[src/rtl/pipe_stage_hs_if.sv]
// Handshake and payload bundle for pipe_stage_hs.
// The driver side takes master and the stage takes slave.
interface pipe_stage_hs_if #(
   parameter int REG_W = 32,
   parameter int WD_W  = 5,
   parameter int OP_W  = 8,
   parameter int SEL_W = 3,
   parameter int CNT_W = 16
);
   logic             flush;
   logic             in_valid;
   logic             in_ready;
   logic [OP_W-1:0]  in_aluop;
   logic [SEL_W-1:0] in_alusel;
   logic [REG_W-1:0] in_reg1;
   logic [REG_W-1:0] in_reg2;
   logic [WD_W-1:0]  in_wd;
   logic             in_wreg;
   logic             out_valid;
   logic             out_ready;
   logic [OP_W-1:0]  out_aluop;
   logic [SEL_W-1:0] out_alusel;
   logic [REG_W-1:0] out_reg1;
   logic [REG_W-1:0] out_reg2;
   logic [WD_W-1:0]  out_wd;
   logic             out_wreg;
   logic [CNT_W-1:0] stall_cnt;

   modport master (
      output flush, in_valid, in_aluop, in_alusel, in_reg1, in_reg2, in_wd, in_wreg, out_ready,
      input  in_ready, out_valid, out_aluop, out_alusel, out_reg1, out_reg2, out_wd, out_wreg,
             stall_cnt
   );

   modport slave (
      input  flush, in_valid, in_aluop, in_alusel, in_reg1, in_reg2, in_wd, in_wreg, out_ready,
      output in_ready, out_valid, out_aluop, out_alusel, out_reg1, out_reg2, out_wd, out_wreg,
             stall_cnt
   );
endinterface

[src/rtl/pipe_stage_hs.sv]
// Pipeline register stage with a 2-entry skid buffer, flush and a saturating
// backpressure cycle counter.
module pipe_stage_hs #(
   parameter int REG_W = 32,
   parameter int WD_W  = 5,
   parameter int OP_W  = 8,
   parameter int SEL_W = 3,
   parameter int CNT_W = 16
) (
   input logic           clk,
   input logic           rst,
   pipe_stage_hs_if.slave hs
);
   localparam int PW = OP_W + SEL_W + 2 * REG_W + WD_W + 1;

   localparam logic [1:0] EMPTY = 2'd0;
   localparam logic [1:0] ONE   = 2'd1;
   localparam logic [1:0] FULL  = 2'd2;

   logic [1:0]       state_q, state_n;
   logic [PW-1:0]    main_q, main_n;
   logic [PW-1:0]    skid_q, skid_n;
   logic [PW-1:0]    in_pl;
   logic             in_ready_q;
   logic [CNT_W-1:0] stall_q;
   logic             out_valid;
   logic             in_xfer;
   logic             out_xfer;

   assign in_pl     = {hs.in_aluop, hs.in_alusel, hs.in_reg1, hs.in_reg2, hs.in_wd, hs.in_wreg};
   assign out_valid = (state_q != EMPTY);
   assign in_xfer   = hs.in_valid & in_ready_q;
   assign out_xfer  = out_valid & hs.out_ready;

   // main is zeroed whenever it is vacated, so the outputs show NOP while empty
   assign {hs.out_aluop, hs.out_alusel, hs.out_reg1, hs.out_reg2, hs.out_wd, hs.out_wreg} = main_q;
   assign hs.out_valid = out_valid;
   assign hs.in_ready  = in_ready_q;
   assign hs.stall_cnt = stall_q;

   always_comb begin
      state_n = state_q;
      main_n  = main_q;
      skid_n  = skid_q;
      case (state_q)
         EMPTY: begin
            if (in_xfer) begin
               main_n  = in_pl;
               state_n = ONE;
            end
         end
         ONE: begin
            if (in_xfer && out_xfer) begin
               main_n = in_pl;
            end else if (in_xfer) begin
               skid_n  = in_pl;
               state_n = FULL;
            end else if (out_xfer) begin
               main_n  = '0;
               state_n = EMPTY;
            end
         end
         FULL: begin
            if (out_xfer) begin
               main_n  = skid_q;
               skid_n  = '0;
               state_n = ONE;
            end
         end
         default: begin
            state_n = EMPTY;
            main_n  = '0;
            skid_n  = '0;
         end
      endcase
      if (hs.flush) begin
         state_n = EMPTY;
         main_n  = '0;
         skid_n  = '0;
      end
   end

   always_ff @(posedge clk) begin
      if (rst) begin
         state_q    <= EMPTY;
         main_q     <= '0;
         skid_q     <= '0;
         in_ready_q <= 1'b1;
         stall_q    <= '0;
      end else begin
         state_q    <= state_n;
         main_q     <= main_n;
         skid_q     <= skid_n;
         in_ready_q <= (state_n != FULL);
         if (out_valid && !hs.out_ready && (stall_q != '1))
            stall_q <= stall_q + CNT_W'(1);
      end
   end
endmodule

[src/flat_wrapper.sv]
// flat-port wrapper written by rule: the top's interface ports become plain ports
module pipe_stage_hs_flat 
#(
   parameter int REG_W = 32,
   parameter int WD_W  = 5,
   parameter int OP_W  = 8,
   parameter int SEL_W = 3,
   parameter int CNT_W = 16
)
  (clk, rst, hs_flush, hs_in_valid, hs_in_aluop, hs_in_alusel, hs_in_reg1, hs_in_reg2, hs_in_wd, hs_in_wreg, hs_out_ready, hs_in_ready, hs_out_valid, hs_out_aluop, hs_out_alusel, hs_out_reg1, hs_out_reg2, hs_out_wd, hs_out_wreg, hs_stall_cnt);
  pipe_stage_hs_if #(.REG_W(REG_W), .WD_W(WD_W), .OP_W(OP_W), .SEL_W(SEL_W), .CNT_W(CNT_W)) hs_i ();
  input logic clk;
  input logic rst;
  input wire logic [$bits(hs_i.flush)-1:0] hs_flush;
  input wire logic [$bits(hs_i.in_valid)-1:0] hs_in_valid;
  input wire logic [$bits(hs_i.in_aluop)-1:0] hs_in_aluop;
  input wire logic [$bits(hs_i.in_alusel)-1:0] hs_in_alusel;
  input wire logic [$bits(hs_i.in_reg1)-1:0] hs_in_reg1;
  input wire logic [$bits(hs_i.in_reg2)-1:0] hs_in_reg2;
  input wire logic [$bits(hs_i.in_wd)-1:0] hs_in_wd;
  input wire logic [$bits(hs_i.in_wreg)-1:0] hs_in_wreg;
  input wire logic [$bits(hs_i.out_ready)-1:0] hs_out_ready;
  output wire logic [$bits(hs_i.in_ready)-1:0] hs_in_ready;
  output wire logic [$bits(hs_i.out_valid)-1:0] hs_out_valid;
  output wire logic [$bits(hs_i.out_aluop)-1:0] hs_out_aluop;
  output wire logic [$bits(hs_i.out_alusel)-1:0] hs_out_alusel;
  output wire logic [$bits(hs_i.out_reg1)-1:0] hs_out_reg1;
  output wire logic [$bits(hs_i.out_reg2)-1:0] hs_out_reg2;
  output wire logic [$bits(hs_i.out_wd)-1:0] hs_out_wd;
  output wire logic [$bits(hs_i.out_wreg)-1:0] hs_out_wreg;
  output wire logic [$bits(hs_i.stall_cnt)-1:0] hs_stall_cnt;
  assign hs_i.flush = hs_flush;
  assign hs_i.in_valid = hs_in_valid;
  assign hs_i.in_aluop = hs_in_aluop;
  assign hs_i.in_alusel = hs_in_alusel;
  assign hs_i.in_reg1 = hs_in_reg1;
  assign hs_i.in_reg2 = hs_in_reg2;
  assign hs_i.in_wd = hs_in_wd;
  assign hs_i.in_wreg = hs_in_wreg;
  assign hs_i.out_ready = hs_out_ready;
  assign hs_in_ready = hs_i.in_ready;
  assign hs_out_valid = hs_i.out_valid;
  assign hs_out_aluop = hs_i.out_aluop;
  assign hs_out_alusel = hs_i.out_alusel;
  assign hs_out_reg1 = hs_i.out_reg1;
  assign hs_out_reg2 = hs_i.out_reg2;
  assign hs_out_wd = hs_i.out_wd;
  assign hs_out_wreg = hs_i.out_wreg;
  assign hs_stall_cnt = hs_i.stall_cnt;
  pipe_stage_hs #(.REG_W(REG_W), .WD_W(WD_W), .OP_W(OP_W), .SEL_W(SEL_W), .CNT_W(CNT_W)) u_core (.clk(clk), .rst(rst), .hs(hs_i));
endmodule
[config.mk]
export PLATFORM = sky130hd
export DESIGN_NAME = pipe_stage_hs_flat
export DESIGN_NICKNAME = d
export VERILOG_FILES = /design/src/rtl/pipe_stage_hs_if.sv /design/src/rtl/pipe_stage_hs.sv /design/src/flat_wrapper.sv
export SDC_FILE = /design/constraint.sdc
export NUM_CORES = 1
export LEC_CHECK = 0
export CELL_PAD_IN_SITES_DETAIL_PLACEMENT = 2
export CELL_PAD_IN_SITES_GLOBAL_PLACEMENT = 2
export CORE_MARGIN = 1
export CORE_UTILIZATION = 30
export CTS_CLUSTER_SIZE = 40
export DETAILED_ROUTE_END_ITERATION = 8
export PLACE_DENSITY = 0.89
export SYNTH_ARGS = -nofsm -noshare
export SYNTH_HDL_FRONTEND = slang
export SYNTH_SLANG_ARGS = --single-unit
[constraint.sdc]
create_clock -name clk -period 2.2 [get_ports clk]
set_input_delay 0.22 -clock clk [delete_from_list [all_inputs] [get_ports clk]]
set_output_delay 0.22 -clock clk [all_outputs]
set_load 0.02 [all_outputs]
== Word-level counts from Yosys, hierarchy flattened ==
Index checks and enable logic that the tools add are counted.
Word-level totals
  register bits: 181
  bits of input ports: 86
  output and inout bits: 99
  logic and storage cells: 43
Cells by class
  add/sub/neg operators: 1
  equality and inequality tests: 10
  multiplexer cells: 15
  bitwise operators: 3
  reduce and logical (&&, ||, !) cells: 9
Operators by type and width (count)
  81-bit 2-to-1 mux: 6
  81-bit one-hot mux with 3 select lines: 2
  16-bit by 1-bit adder with 16-bit output, second input constant: 1
  16-bit != test, second input constant: 1
  2-bit 2-to-1 mux: 6
  4-bit AND reduction: 2
  2-bit by 1-bit != test with 1-bit output, second input constant: 3
  2-bit one-hot mux with 3 select lines: 1
  2-bit != test, second input constant: 2
  1-bit logical AND: 3
  3-bit by 1-bit != test with 1-bit output, second input constant: 1
  3-bit != test, second input constant: 1
  1-bit AND: 2
  2-bit by 1-bit == test with 1-bit output, second input constant: 1
  2-bit == test, second input constant: 1
  2-bit zero test: 1
  2-bit nonzero test: 1
  2-bit OR reduction: 1
  1-bit zero test: 1
  1-bit NOT: 1

== Depth between registers and ports, before layout ==
  word-level depth: 8
  gate-level depth with buffers: 7
  gate-level depth less buffers: 5

== Worst setup path after synthesis ==
Ideal clock, no wire load.
  kind: register to register
  start: register u_core.stall_q[0], in the netlist u_core.hs.stall_cnt[0]
  end: register u_core.stall_q[0], in the netlist u_core.hs.stall_cnt[0]
  setup time: 0.121 ns
  arrival: 1.751 ns
  data required time: 2.079 ns
  slack: 0.329 ns
  cell stages (with the launch flop): 6
  path buffers: 0
  period minus slack after synthesis: 1.871 ns
  path through: dfxtp_1 ha_1 nand3_1 nor4_1 nor2_1 mux2_2
On the way
  word-level cells in the longest chain between the ends: 2
  elaborated cells on any way between the ends: 3
  those cells by class: add/sub (1); eq/ne (1); reduce/logical (1)
RTL lines
  start, declared: RTL line pipe_stage_hs.sv:25  | logic [CNT_W-1:0] stall_q;
  start signal, assigned: RTL line pipe_stage_hs.sv:96  | stall_q <= stall_q + CNT_W'(1);
  parallel branches: the longest is 2 deep, another holds 16-bit by 1-bit adder with 16-bit output
Several ways; the timed one is not identified.
A chain may end at the register's enable or synchronous reset.

== Worst setup path after layout ==
  start: register u_core.state_q[1]
  end: output port hs_out_valid
On the way
  word-level cells in the longest chain between the ends: 1
RTL lines
  start, declared: RTL line pipe_stage_hs.sv:20  | logic [1:0] state_q, state_n;
  start signal, assigned: RTL line pipe_stage_hs.sv:91  | state_q <= state_n;
  2-bit nonzero test: RTL line pipe_stage_hs.sv:31  | assign out_valid = (state_q != EMPTY);
  end, declared: RTL line flat_wrapper.sv:24  | output wire logic [$bits(hs_i.out_valid)-1:0] hs_out_valid;
Every way passes these cells.

==> insert_results.sql <==
INSERT INTO impl_metrics (metric_group, metric, value, unit) VALUES
('run_status', 'status', 'finished clean', ''),
('place', 'place.detailed.instances', '1313', ''),
('global_routing', 'largest_net_degree_at_the_start_of_global_routing', '71', ''),
('timing', 'setup_tns', '0', 'ps'),
('logic_synthesis', 'synth_enable_flop_cells', '0', ''),
('detailed_routing', 'route.antenna.remaining_nets', '0', ''),
('power_and_ir_drop', 'p_int', '5420', 'uW'),
('timing', 'timing.final.crit_share', '94.2', '%'),
('clock_tree', 'root_buffer_master', 'clkbuf_16', ''),
('detailed_routing', 'routed-via-count', '7245', ''),
('layout', 'antennaDiodeCount', '0', ''),
('worst_setup_path', 'total_buffers_and_inverters_traversed_by_the_critical_path', '2', ''),
('clock_tree', 'cts_setup_buffers', '0', ''),
('layout', 'layout.filler_cells', '2767', ''),
('logic_synthesis', 'postSynthRegisterBits', '181', ''),
('clock_tree', 'clk_pin_slew_worst_paths', '70', 'ps'),
('worst_setup_path', 'timing.critical_path.arrival', '1850', 'ps'),
('worst_setup_path', 'worst-setup-path-type', 'flop to primary output', ''),
('floorplan', 'top_level_ports', '185', ''),
('floorplan', 'die_y', '165', 'um'),
('logic_synthesis', 'synth_sequential_area_ratio', '45.4', '%'),
('place', 'final_hpwl_from_detailed_placement', '18.0', 'mm'),
('power_and_ir_drop', 'p_sw_share', '27.3', '%'),
('timing', 'fin_skew', '12.7', 'ps'),
('worst_setup_path', 'rrSetupSlack', '270', 'ps'),
('layout', 'num-nets-final', '1084', ''),
('worst_setup_path', 'endpoint_kind', 'primary output', ''),
('worst_setup_path', 'cpLargestDelayFamily', 'buffers and inverters', ''),
('layout', 'postLayoutCoreUtil', '41.3', '%'),
('timing', 'slew_viol_final', '0', ''),
('logic_synthesis', 'synthTopCellsByCount', '181 x dfxtp_1, 171 x nor2_1, 83 x mux2i_1, 82 x and2_1', ''),
('logic_synthesis', 'synth_cells', '845', ''),
('power_and_ir_drop', 'power_frac_seq', '45.8', '%'),
('timing', 'grt_setup_unrepaired', 'false', ''),
('floorplan', 'floorplan.die.width', '165', 'um'),
('logic_synthesis', 'synth.net_count', '932', ''),
('power_and_ir_drop', 'static-leakage-power', '0.00385', 'uW'),
('place', 'buffer_ports.inserted', '184', ''),
('logic_synthesis', 'synth_top_flop_cell', 'dfxtp_1', ''),
('timing', 'worst-slew-pin-transition', '618', 'ps'),
('power_and_ir_drop', 'ir_drop', '0.000350', 'V'),
('worst_setup_path', 'startpoint', 'u_core.state_q[1]', ''),
('logic_synthesis', 'synthesis.area_per_instance', '9.45', 'um^2'),
('clock_tree', 'numCtsBuffers', '17', ''),
('clock_tree', 'cts.sinks', '181', ''),
('worst_setup_path', 'r2r-start', 'u_core.hs.stall_cnt[0]', ''),
('floorplan', 'initial_utilization', '30.6', '%'),
('place', 'postPlaceCellArea', '10200', 'um^2'),
('logic_synthesis', 'synth_most_common_cell', 'dfxtp_1', ''),
('global_routing', 'first_global_vias', '8284', ''),
('logic_synthesis', 'synth-warning-count', '0', ''),
('detailed_routing', 'first_iter_violations', '413', ''),
('clock_tree', 'postCtsResizedCells', '0', ''),
('clock_tree', 'cts.hold.buffers_added', '0', ''),
('global_routing', 'antenna_found_initial', '0', ''),
('clock_tree', 'worst_skew_pair.late_latency', '440', 'ps'),
('clock_tree', 'clock_path_buffers', '2', ''),
('layout', 'post_layout_nonfiller_instances', '1345', ''),
('global_routing', 'grt_remaining_overflow', '0', ''),
('timing', 'fmaxAchievable', '482', 'MHz'),
('floorplan', 'design.core.area', '26100', 'um^2'),
('logic_synthesis', 'netlist_area', '7980', 'um^2'),
('logic_synthesis', 'synthDominantCellAreaShare', '45.4', '%'),
('timing', 'fin_crit', '2070', 'ps'),
('hold_path', 'hp-start', 'hs_in_reg1[6]', ''),
('worst_setup_path', 'critical-path-slowest-cell', 'clkdlybuf4s50_1', ''),
('worst_setup_path', 'setup.worst_path.start_class', 'flop', ''),
('place', 'gp_routability_congestion', '0.748', ''),
('layout', 'design_area', '10800', 'um^2'),
('logic_synthesis', 'yosys.cell_types.count', '41', ''),
('logic_synthesis', 'ys_async_sr_fraction', '0', '%');
-- power by group through the flow --
stage               registers (uW)  clock network, uW  logic, uW
floorplan                     3570                  0        386
global placement              3490                  0        951
detailed placement            3490                  0        978
CTS                           3420               3170        986
global route                  3420               3280       1040
finish                        3420               3070        975
-- routing by layer --
layer / wire (um) / share of wire (%) / GRT usage [%]
met5: 0 / 0 / 0
met4: 403 / 1.4 / 6.67
met3: 982 / 3.5 / 3.67
met2: 14400 / 51 / 38.3
met1: 12300 / 44 / 24.8
-- layout make-up --
class / instances / area, um^2 / share of cell area, %
Inverter: 2 / 7.51 / 0.0698
Tap cell: 335 / 419 / 3.90
Multi-Input combinational cell: 585 / 4010 / 37.3
Timing Repair Buffer: 210 / 2120 / 19.7
Clock buffer: 18 / 429 / 3.99
Clock inverter: 14 / 144 / 1.34
Sequential cell: 181 / 3620 / 33.7
-- cells in the final DEF (no fill, tap or decap), drive strengths merged, types with 11 or more instances in the layout --
cell,count
a221o,81
clkbuf,18
mux2i,83
dfxtp,181
clkdlybuf4s50,184
a21oi,11
and2,82
buf,26
a22oi,81
nor2,171
-- metrics by stage --
stage / total power (uW) / setup slack (ps) / hold WS (ps)
3_3_place_gp: 4440 / 168 / 469
2_1_floorplan: 3950 / 329 / 344
5_1_grt: 7750 / 58.4 / 445
4_1_cts: 7570 / 78.0 / 418
6_report: 7460 / 127 / 448
3_5_place_dp: 4470 / 105 / 477
-- registers in the layout, indices dropped and copies added (netlist names) --
register,flops
u_core.main_q,81
u_core.skid_q,81
u_core.hs.stall_cnt,16
u_core.state_q,2
u_core.hs.in_ready,1
-- path summary, 6_finish.rpt --
kind | end | cells past startpoint
max | hs_out_valid | 3
min | u_core.main_q[44] | 2
max reg2reg | u_core.hs.stall_cnt[14] | 5
min reg2reg | u_core.main_q[6] | 1
-- cell families (layout without fill, tap and decap cells) --
| group | after synthesis | count (layout) | synth area share (%) |
|---|---|---|---|
| AOI/OAI and AO/OA | 194 | 194 | 20.5 |
| buffers and inverters | 79 | 244 | 4.70 |
| adders and majority gates | 1 | 1 | 0.157 |
| DFF | 181 | 181 | 45.4 |
| muxes | 87 | 87 | 11.0 |
| and+or+nand+nor | 303 | 303 | 18.3 |
Note: power is estimated with default switching activity, not from simulation.
